$ cat src/rtl/data_mem_responder.sv
// -----------------------------------------------------------------------------
// data_mem_responder
// Memory-side responder for the datapath data-memory port. Accepts one
// load/store at a time on a valid/ready request channel, waits WAIT_CYCLES
// wait states, commits the access against a word-organised RAM with byte
// enables, and returns the result on a valid/ready response channel.
// Misaligned addresses and word indices >= DEPTH are flagged with rsp_err and
// never touch the RAM.
//
// Optional feature (macro DATA_MEM_RESP_FWD_EN): in RESP, req_ready follows
// rsp_ready so a new request can be accepted on the response handshake edge.
//
// Ports:
//   clk        clock, rising edge
//   rst        asynchronous active-low reset
//   req_valid  request present
//   req_ready  responder can accept a request this cycle
//   req_write  1 = store, 0 = load
//   req_addr   byte address
//   req_wdata  store data
//   req_be     byte enables, bit i covers bits [8i+7:8i]
//   rsp_valid  response present
//   rsp_ready  requester accepts the response
//   rsp_rdata  load data (0 for stores and errored accesses)
//   rsp_err    misaligned or out-of-range access
//   busy       FSM not in IDLE
//
// state  | meaning
// IDLE   | ready for a request
// WAIT   | request latched, counting down wait states
// RESP   | access committed, response presented until handshake
// -----------------------------------------------------------------------------
module data_mem_responder #(
    parameter int DATA_W      = 32,
    parameter int DEPTH       = 32,
    parameter int WAIT_CYCLES = 2
) (
    input  logic              clk,
    input  logic              rst,
    input  logic              req_valid,
    output logic              req_ready,
    input  logic              req_write,
    input  logic [31:0]       req_addr,
    input  logic [DATA_W-1:0] req_wdata,
    input  logic [3:0]        req_be,
    output logic              rsp_valid,
    input  logic              rsp_ready,
    output logic [DATA_W-1:0] rsp_rdata,
    output logic              rsp_err,
    output logic              busy
);

    localparam int AW = (DEPTH > 1) ? $clog2(DEPTH) : 1;
    localparam int CW = (WAIT_CYCLES > 1) ? $clog2(WAIT_CYCLES) : 1;
    localparam logic [CW-1:0] CNT_LOAD  = (WAIT_CYCLES > 0) ? CW'(WAIT_CYCLES - 1) : '0;
    localparam logic [29:0]   DEPTH_IDX = 30'(DEPTH);

    typedef enum logic [1:0] {
        S_IDLE,
        S_WAIT,
        S_RESP
    } state_t;

    state_t state, state_d;
    logic [CW-1:0] cnt, cnt_d;

    logic              lat_write;
    logic [31:0]       lat_addr;
    logic [DATA_W-1:0] lat_wdata;
    logic [3:0]        lat_be;

    logic accept;
    logic commit;
    logic commit_direct;
    logic rsp_clear;

    logic              c_write;
    logic [31:0]       c_addr;
    logic [DATA_W-1:0] c_wdata;
    logic [3:0]        c_be;
    logic [29:0]       c_idx;
    logic              c_err;

    logic [DATA_W-1:0] mem [DEPTH];

    assign rsp_valid = (state == S_RESP);
    assign busy      = (state != S_IDLE);

    always_comb begin
        state_d       = state;
        cnt_d         = cnt;
        req_ready     = 1'b0;
        accept        = 1'b0;
        commit        = 1'b0;
        commit_direct = 1'b0;
        rsp_clear     = 1'b0;
        case (state)
            S_IDLE: begin
                req_ready = 1'b1;
                if (req_valid) begin
                    accept = 1'b1;
                    if (WAIT_CYCLES > 0) begin
                        state_d = S_WAIT;
                        cnt_d   = CNT_LOAD;
                    end else begin
                        commit        = 1'b1;
                        commit_direct = 1'b1;
                        state_d       = S_RESP;
                    end
                end
            end
            S_WAIT: begin
                if (cnt == '0) begin
                    commit  = 1'b1;
                    state_d = S_RESP;
                end else begin
                    cnt_d = cnt - 1'b1;
                end
            end
            S_RESP: begin
`ifdef DATA_MEM_RESP_FWD_EN
                req_ready = rsp_ready;
`endif
                if (rsp_ready) begin
                    rsp_clear = 1'b1;
                    state_d   = S_IDLE;
`ifdef DATA_MEM_RESP_FWD_EN
                    if (req_valid) begin
                        accept = 1'b1;
                        if (WAIT_CYCLES > 0) begin
                            state_d = S_WAIT;
                            cnt_d   = CNT_LOAD;
                        end else begin
                            commit        = 1'b1;
                            commit_direct = 1'b1;
                            state_d       = S_RESP;
                        end
                    end
`endif
                end
            end
            default: state_d = S_IDLE;
        endcase
    end

    // With zero wait states the access commits on the accept edge, so it
    // must be taken straight from the request bus rather than the latch.
    assign c_write = commit_direct ? req_write : lat_write;
    assign c_addr  = commit_direct ? req_addr  : lat_addr;
    assign c_wdata = commit_direct ? req_wdata : lat_wdata;
    assign c_be    = commit_direct ? req_be    : lat_be;
    assign c_idx   = c_addr[31:2];
    assign c_err   = (c_addr[1:0] != 2'b00) || (c_idx >= DEPTH_IDX);

    always_ff @(posedge clk or negedge rst) begin
        if (!rst) begin
            state     <= S_IDLE;
            cnt       <= '0;
            lat_write <= 1'b0;
            lat_addr  <= '0;
            lat_wdata <= '0;
            lat_be    <= '0;
            rsp_rdata <= '0;
            rsp_err   <= 1'b0;
        end else begin
            state <= state_d;
            cnt   <= cnt_d;
            if (accept) begin
                lat_write <= req_write;
                lat_addr  <= req_addr;
                lat_wdata <= req_wdata;
                lat_be    <= req_be;
            end
            // A forwarded commit on the handshake edge replaces the clear.
            if (commit) begin
                rsp_err   <= c_err;
                rsp_rdata <= (c_err || c_write) ? '0 : mem[c_idx[AW-1:0]];
            end else if (rsp_clear) begin
                rsp_err   <= 1'b0;
                rsp_rdata <= '0;
            end
        end
    end

    // RAM is not reset; rst gates the write so an IDLE-state request seen
    // while reset is held cannot commit.
    always_ff @(posedge clk) begin
        if (rst && commit && c_write && !c_err) begin
            for (int i = 0; i < 4; i++) begin
                if (c_be[i]) begin
                    mem[c_idx[AW-1:0]][8*i +: 8] <= c_wdata[8*i +: 8];
                end
            end
        end
    end

endmodule

$ cat config.mk
export PLATFORM = sky130hd
export DESIGN_NAME = data_mem_responder
export DESIGN_NICKNAME = d
export VERILOG_FILES = /design/src/rtl/data_mem_responder.sv
export SDC_FILE = /design/constraint.sdc
export NUM_CORES = 1
export LEC_CHECK = 0
export CORE_ASPECT_RATIO = 1.25
export CORE_MARGIN = 2
export CORE_UTILIZATION = 55
export DETAILED_ROUTE_END_ITERATION = 8
export GPL_TIMING_DRIVEN = 1
export HOLD_SLACK_MARGIN = 0.08
export MAX_ROUTING_LAYER = met4
export PLACE_DENSITY = 0.75
export SYNTH_ARGS = -nofsm -noshare
export SYNTH_HDL_FRONTEND = slang
export SYNTH_SLANG_ARGS = --single-unit
$ cat constraint.sdc
create_clock -name clk -period 2.1 [get_ports clk]
set_input_delay 0.42 -clock clk [delete_from_list [all_inputs] [get_ports clk]]
set_output_delay 0.42 -clock clk [all_outputs]
set_load 0.02 [all_outputs]
* Yosys cells after proc, flatten, opt, wreduce, memory -nomap -nowiden *
Memories as Yosys holds them, arrays and structs flattened.
Cells that the tools add are included.

storage, ports and cells
  flip-flop bits (word level) = 105
  bits in writable memories = 1024
  bits of input ports = 73
  output and inout port bits = 36
  logic and storage cells = 60
  memories = 1

memories
  memory  depth  bits a word  read ports  clocked after Yosys merged registers in  write ports  RTL line  RTL
  mem     32     32           1           0                                        1            84        logic [DATA_W-1:0] mem [DEPTH];

operators by class
  add/sub/neg operators = 1
  order comparisons = 1
  eq/ne operators = 5
  mux-type cells = 31
  reduce and logical (&&, ||, !) cells = 13

operator list
  operator                                              count
  two-way mux 32 bit                                    3
  >= comparator 30 x 6 -> 1 bit, second input constant  1
  two-way mux 1 bit                                     23
  nonzero test 2 bit                                    4
  two-way mux 2 bit                                     3
  case mux 2 bit (3 select lines)                       1
  != test 2 bit, second input constant                  2
  logical AND 1 bit                                     3
  AND reduction 3 bit                                   1
  equality test 2 x 1 -> 1 bit, second input constant   1
  equality test 2 bit, second input constant            1
  zero test 2 bit                                       1
  logical OR 1 bit                                      2
  != test 2 x 1 -> 1 bit, second input constant         1
  case mux 1 bit (2 select lines)                       1
  AND reduction 2 bit                                   1
  zero test 1 bit                                       1
  subtractor 1 bit, second input constant               1

* Depth between registers and ports, before layout *
Gate-level depths: netlist (run 1).

  depth in word-level cells = 7
  gate-level depth with buffers = 9
  gate-level depth less buffers = 5

* Least setup slack after synthesis (run 1) *
OpenSTA, ideal clock, no wires.

  kind = flip-flop to flip-flop
  start = register lat_addr[11]
  end = memory mem[10][0] (enable)
  library setup time = 0.370 ns
  arrival time = 1.932 ns
  required time = 1.730 ns
  setup slack = -0.203 ns
  cell stages (with the launch flop) = 7
  buffers on the path = 1
  period minus slack after synthesis = 2.303 ns
  cell sequence = dfrtp_1 -> nor4_1 -> nand4_1 -> nor4_2 -> nand2_1 -> buf_2 -> nor2_1

on the way
  cells in the longest elaborated chain, start to end = 6

RTL lines
  what                                     RTL line  RTL
  start, declared                          68        logic [31:0] lat_addr;
  start signal, assigned                   170       lat_addr <= req_addr;
  >= comparator 30 x 6 -> 1 bit            153       assign c_err = (c_addr[1:0] != 2'b00) || (c_idx >= DEPTH_IDX);
  logical OR 1 bit                         153
  zero test 1 bit                          188       if (rst && commit && c_write && !c_err) begin
  logical AND 1 bit                        188
  two-way mux 1 bit                        188
  two-way mux 1 bit (implied by the code)  191       mem[c_idx[AW-1:0]][8*i +: 8] <= c_wdata[8*i +: 8];
  end, declared                            84

No other way between the ends.

* Worst setup path in the final report (run 1) *
  start = register lat_addr[4]
  end = register rsp_rdata[30]

on the way
  cells in the longest elaborated chain, start to end = 5
  elaborated cells between the ends (all ways) = 6
  classes of those cells = order compare: 1; mux: 2; reduce/logical: 2; memory: 1

RTL lines
  what                           RTL line  RTL
  >= comparator 30 x 6 -> 1 bit  153
  logical OR 1 bit               153
  logical OR 1 bit               177       rsp_rdata <= (c_err || c_write) ? '0 : mem[c_idx[AW-1:0]];
  two-way mux 32 bit (*)         177
  two-way mux 32 bit (*)         175       if (commit) begin
  end signal, assigned           177
  end, declared                  48        output logic [DATA_W-1:0] rsp_rdata,

Mark *: on every way between the ends. The rest lies on a longest branch, timed or not.
A chain may end at the register's enable or synchronous reset.

==> metrics, run 1 <==
outcome complete, but fails checks; failing checks setup timing; family with the most delay on the worst path compound AO/OA/AOI/OAI gates; fill count between 4000 and 5000; Final period util 114.1%; Final HPWL DP 73.93 mm; Lkg Pwr around 18 nW; clk root buf clkbuf_16; Psw 21.34 mW; Ports 109; Min Hold Slack between 0.3 and 0.4 ns; worst-case clock buffer depth 3; first-pass GRT wire length approximately 170 mm; required time of the critical path between 2 and 3 ns; core area 78710 µm²; crit path kind reg2reg; Yosys top cell by area edfxtp_1; maximum fanout along the worst path 17; TritonCTS Buffers ~100; top post-synthesis cells by area edfxtp_1, mux4_2, dfrtp_1, mux2i_1, mux2_2; Cell Pwr Density about 1300 nW/µm²; CP startpoint kind flip-flop; Critical R2R Launch lat_addr[4]; grt ovf 0; clk_lat worst skew ~0.68 ns; largest net degree at the start of global routing 106; Pins Over Slew Limit 0; initial antenna violation count 5; reg-to-reg setup timing slack -0.30 ns; Worst path max stage delay about 0.47 ns; Final WS setup -0.2965 ns; DRC viols 0; Final Wtd Congestion between 0.9 and 1; min Tclk post-route around 2.4 ns; Main synth FF type edfxtp_1; placed cell area 48810 µm²; Global Route Usage Sum around 28%; most common cell in the netlist edfxtp_1; RSZ-0062 raised after global routing true; post-route cell area 52730 µm²; # rows approximately 120; final wirelength 112.4 mm; Synthesized Nets about 2300; Critical-path top delay cell o211ai_1; Worst-Margin Slew between 1 and 1.5 ns; number of flops mapped to enable cells by yosys approximately 1000; placed insts about 3600; number of global-route vias before repair 25077; setup TNS -245.50 ns; worst path cell trace buf_4 -> or3b_1 -> buf_4 -> o21ai_0 -> a211oi_1 -> o211ai_1 -> a22o_1; Area Overhead vs Synth 20.61%; syn_area_per_cell ~19 µm²; sw frac between 30% and 40%; reg2reg end rsp_rdata[30]; Hold Startpoint req_wdata[26]; most used cell, CP buf_4; Die Span X between 200 and 300 µm; synth warn 0; DIE AREA about 80000 µm²; Hold Path Depth 2; H-tree depth 3; DR vias between 20000 and 25000; post-route insts no fill about 3900; total power around 69 mW; final hold violation count 0; worst path bufs/invs 2; cells after synthesis ~2300; NumNets Final 2790; Comb power frac a little over a quarter; Multi-input gate area 9903 µm²; Reg2Reg Depth 7; first drt pass iteration count 6; top cells by count, synth edfxtp_1, mux2i_1, nor2_1, mux4_2, dfrtp_1; DRT iter0 DRCs between 3000 and 4000; sequential share of power a little under half; CTS sink count ~1100; Clk pin slew, worst setup/hold paths 0.07 ns; worst-case vdd ir drop 1041 µV; Yosys reg bits approximately 1100; register area around 33000 µm²; # Max-Cap Violations 0; critical path arrival approximately 3 ns; relative slew slack a little over an eighth; Die Height 319.2 µm; clock share of power 26.8%; hold path endpoint lat_wdata[26]; Hold Crit Class in2reg; internal cell power ~48 mW; highest clock rate approximately 0.42 GHz; final setup vio count ~1100; Routed WL per cell 29.14 µm; library cells used by synthesis 60; clock skew 0.02627 ns; post-route ant nets 0; Initial Utilization about 56%; TritonCTS clock tree built; CP Capture Type flip-flop; top cell type's share of synthesized area 70.34%; synthesized area ~44000 µm²; Synth async-reset ratio a little under a tenth; Seq/Total Area, Yosys 76.35%; PortBufs 108; Vias/cell roughly 6.3; layout cells sized above 1 between 20% and 30%
==> cell type report <==
| type | instances | share of cell area [%] |
|---|---|---|
| inverter | 3 | 0.02136 |
| tap | 1053 | 2.499 |
| antenna | 5 | 0.02373 |
| timing repair buffer | 477 | 9.079 |
| sequential | 1129 | 63.32 |
| clock buffer | 138 | 5.346 |
| multi-input combinational | 1005 | 18.78 |
| clock inverter | 46 | 0.9326 |
==> power groups by stage <==
stage	clock network (mW)	logic, mW	registers [mW]
2_1_floorplan	0	10.4	30.5
3_3_place_gp	0	17.3	32.3
3_5_place_dp	0	17.5	32.6
4_1_cts	18.7	18.2	32.1
5_1_grt	19.5	19.1	32.5
6_report	18.5	18.5	32.1
==> worst reg2reg max path, delay by kind of cell, from the launching register on <==
family | cells | cell delay [ns]
buf+inv | 2 | 0.44
simple gates | 1 | 0.41
flops | 1 | 0.42
compound gates | 4 | 1.06
==> logic make-up (layout without fill, tap and decap cells) <==
| kind of cell | after synthesis | in the layout | share of synthesized area, % |
|---|---|---|---|
| flip-flops | 1129 | 1129 | 76.35 |
| AND/OR/NAND/NOR | 312 | 312 | 3.552 |
| other | 0 | 5 | 0 |
| multiplexers | 448 | 448 | 14.00 |
| buffers and inverters | 139 | 664 | 1.720 |
| AO/OA/AOI/OAI | 245 | 245 | 4.373 |
==> cells in the final DEF (no fill, tap or decap), types with 45 or more instances in the layout <==
cell	synthesis	final
mux2_2	98	98
dfrtp_1	105	103
nand2_1	54	53
buf_4	16	263
a22oi_1	98	97
edfxtp_1	1024	1024
buf_6	7	45
buf_12	0	57
mux4_2	121	121
o22ai_1	70	70
mux2i_1	228	227
nor2_1	167	116
clkdlybuf4s50_1	0	105
clkbuf_16	0	104
==> sequential cells by signal, indices dropped and copies added (netlist names) <==
name and flops:
rsp_err 1, mem 1024, rsp_rdata 32, state 2, lat_addr 32, lat_wdata 32
lat_be 4, cnt 1, lat_write 1
==> layer usage <==
metal	vias to the layer above	routed length, µm	GRT usage, %
met5	-	0	-
met4	0	6564	15.23
met1	12487	40850	35.52
met3	330	9525	4.292
li1	10100	-	-
met2	1345	55420	45.47
==> through the flow <==
stage                     utilization, %  worst slack [ns]
after floorplan                        -           -0.1476
after global placement             62.01           -0.4734
after detailed placement           62.01           -0.4414
after CTS                          66.66           -0.3265
after global routing               66.99           -0.4244
final                              66.99           -0.2965
==> timing repair <==
item                                     CTS  global route
hold buffers                               1             0
gates resized for setup                   52            62
setup buffers                             14             1
pin swaps                                  5             1
hold endpoints to repair                 105             0
endpoints found under the setup margin  1082          1079
cloned                                     1             1
==> worst max path at each step <==
stage               cells after the start    startpoint  slack, ns            end
floorplan                               6  lat_addr[22]      -0.15    mem[10][10]
global placement                        8  lat_addr[25]      -0.47     mem[12][7]
detailed placement                      8   lat_addr[3]      -0.44  rsp_rdata[26]
CTS                                     8  lat_addr[25]      -0.33    mem[25][21]
global route                            9   lat_addr[1]      -0.42    mem[17][27]
finish                                  7   lat_addr[4]      -0.30  rsp_rdata[30]
Power figures use the tool's default switching activity.
==> inputs of run 2 (changes only) <==
CORE_UTILIZATION = 62   (was 55)
PLACE_DENSITY = 0.8   (was 0.75)
clock period = 2.9 ns   (was 2.1 ns; I/O delays follow)
==> run 2 against run 1 <==
Effect of this change: the flow now finishes without violations; clock-buffer cell count unchanged; total power down 30%; first-iteration DRC count down 0.91%; sequential cell count unchanged; clock power down 25%; non-clock buffer count down 155; sequential power down 28%; setup slack better by 0.35 ns; maximum frequency down 16%; critical path type unchanged; largest cell class unchanged.
==> metrics, run 2 (synthesis gave the netlist of run 1 again) <==
Initial Utilization 62.82% (+7.3 points); relative slew slack 14.58% (+1.2 points); setup TNS 0 ns (+245.50 ns); most used cell, CP buf_4; Comb power frac 23.3% (-3.5 points); first drt pass iteration count 9 (+3); number of global-route vias before repair 24520 (-2.2%); DRT iter0 DRCs 3058 (-0.91%); NumNets Final 2635 (-5.6%); internal cell power 33.42 mW (-30%); TritonCTS clock tree built; Ports 109 (unchanged); core area 69590 µm² (-12%); Die Span X 241.5 µm (-5.7%); Critical-path top delay cell dfrtp_4; first-pass GRT wire length 161.0 mm (-2.5%); fill count 3882 (-21%); cts hold-fix bufs 0 (-1); total power 48.28 mW (-30%); clk root buf clkbuf_16; max reg flops 1024 (unchanged); Die Height 300.9 µm (-5.7%); commonest non-fill, non-tap cell in the layout edfxtp_1; # Max-Cap Violations 0 (unchanged); Final Wtd Congestion 0.9083 (-4.5%); clk_lat worst skew 0.67 ns (about the same); H-tree depth 3 (unchanged); Pins Over Slew Limit 0 (unchanged); outcome completed; Lkg Pwr 17.01 nW (-5.1%); Final period util 98.09% (-16 points); grt ovf 0 (unchanged); Global Route Usage Sum 31.67% (+3.2 points); crit path kind reg2reg; worst-case vdd ir drop 825.3 µV (-21%); CP startpoint kind flip-flop; layout cells sized above 1 23.26% (-6.1 points); DRC viols 0 (unchanged); final setup vio count 0 (-100%); min Tclk post-route 2.845 ns (+0.4481 ns); Psw 14.86 mW (-30%); Multi-input gate area 9673 µm² (-2.3%); Hold Crit Class in2async; Area Overhead vs Synth 15.69%; CTS sink count 1129 (unchanged); sequential share of power 47.9% (+1.5 points); Post-CTS Setup Bufs 0 (-14); TritonCTS Buffers 101 (unchanged); CP Capture Type flip-flop; clock share of power 28.8% (+2.0 points); initial antenna violation count 2 (-3); Vias/cell 6.653 (+5.7%); critical path arrival 3.22 ns (+0.22 ns); final hold violation count 0 (unchanged); maximum fanout along the worst path 17 (unchanged); sw frac 30.78% (-0.11 points); Routed WL per cell 30.88 µm (+6.0%); required time of the critical path 3.27 ns (+0.56 ns); final wirelength 110.7 mm (-1.5%); most frequent cells in the layout edfxtp_1, mux2i_1, buf_4; worst path cell trace buf_4 -> nor2b_1 -> nand2_1 -> nor2_1 -> buf_4; DR vias 23858 (-1.7%); Final HPWL DP 68.20 mm (-7.7%); worst-case clock buffer depth 3 (unchanged); # rows 108 (-6.1%); largest net degree at the start of global routing 106 (unchanged); post-route ant nets 0 (unchanged); register area 33380 µm² (unchanged); Worst-Margin Slew 1.281 ns (-0.01725 ns); Clk pin slew, worst setup/hold paths 0.06 ns (about the same); PortBufs 108 (unchanged); clock skew 0.01911 ns (-0.007155 ns); Worst path max stage delay 0.59 ns (+0.12 ns); highest clock rate 0.3515 GHz (-16%); Cell Pwr Density 954.5 nW/µm² (-27%); family with the most delay on the worst path simple AND/OR/NAND/NOR gates; post-route cell area 50580 µm² (-4.1%); post_cts resized 0 (-100%); worst path bufs/invs 2 (unchanged); DIE AREA 72660 µm² (-11%); placed cell area 47090 µm² (-3.5%)
-- run 2: per-layer routing --
layer | track usage (%) | vias to the layer above | part of all wire [%]
li1 | - | 9779 | -
met1 | 39.02 | 12139 | 35
met2 | 50.96 | 1584 | 49
met3 | 5.918 | 356 | 10
met4 | 16.02 | 0 | 5.7
met5 | - | - | 0
-- run 2: through the flow --
step                      hold slack, ns  utilization, %  instances  worst slack [ns]
after floorplan                   0.2844               -       2273            0.5975
after global placement            0.4573           67.66       3394           0.06306
after detailed placement          0.4791           67.66       3394           0.04900
after CTS                        0.08706           72.64       3583           0.04853
after global routing              0.1135           72.68       3586          -0.02236
final                            0.05328           72.68       3586           0.05536
-- run 2: area by class of cell --
cell class                      instances  area share [%]
Sequential cell                      1129           66.01
Multi-Input combinational cell       1005           19.13
Clock buffer                          138           5.720
Timing Repair Buffer                  322           5.655
Tap cell                              935           2.313
Clock inverter                         51           1.140
Inverter                                3         0.02227
Antenna cell                            3         0.01484
-- run 2: final timing paths --
kind                              from       endpoint  slack (ns)  cells after the start
max in group asynchronous          rst    lat_addr[2]        2.23                      2
setup reg to reg           lat_addr[2]     mem[9][19]        0.06                      5
setup / recovery           lat_addr[2]     mem[9][19]        0.06                      5
min in group clk              state[1]       state[0]        0.49                      1
hold reg to reg               state[1]       state[0]        0.49                      1
hold / removal                     rst  rsp_rdata[24]        0.05                      2
-- run 2: power by group through the flow --
| stage | clock [mW] | combinational (mW) | sequential (mW) |
|---|---|---|---|
| 3_3_place_gp | 0 | 10.7 | 23.2 |
| 4_1_cts | 14.0 | 11.1 | 23.1 |
| 6_report | 13.9 | 11.3 | 23.1 |
| 3_5_place_dp | 0 | 10.9 | 23.5 |
| 2_1_floorplan | 0 | 7.54 | 22.1 |
| 5_1_grt | 14.6 | 11.6 | 23.4 |
-- run 2: worst reg2reg max path: cells and delay by family, from the launching register on --
kind                   cells  cell delay [ns]
and+or+nand+nor            3             1.44
DFF                        1             0.59
buffers and inverters      2             0.52
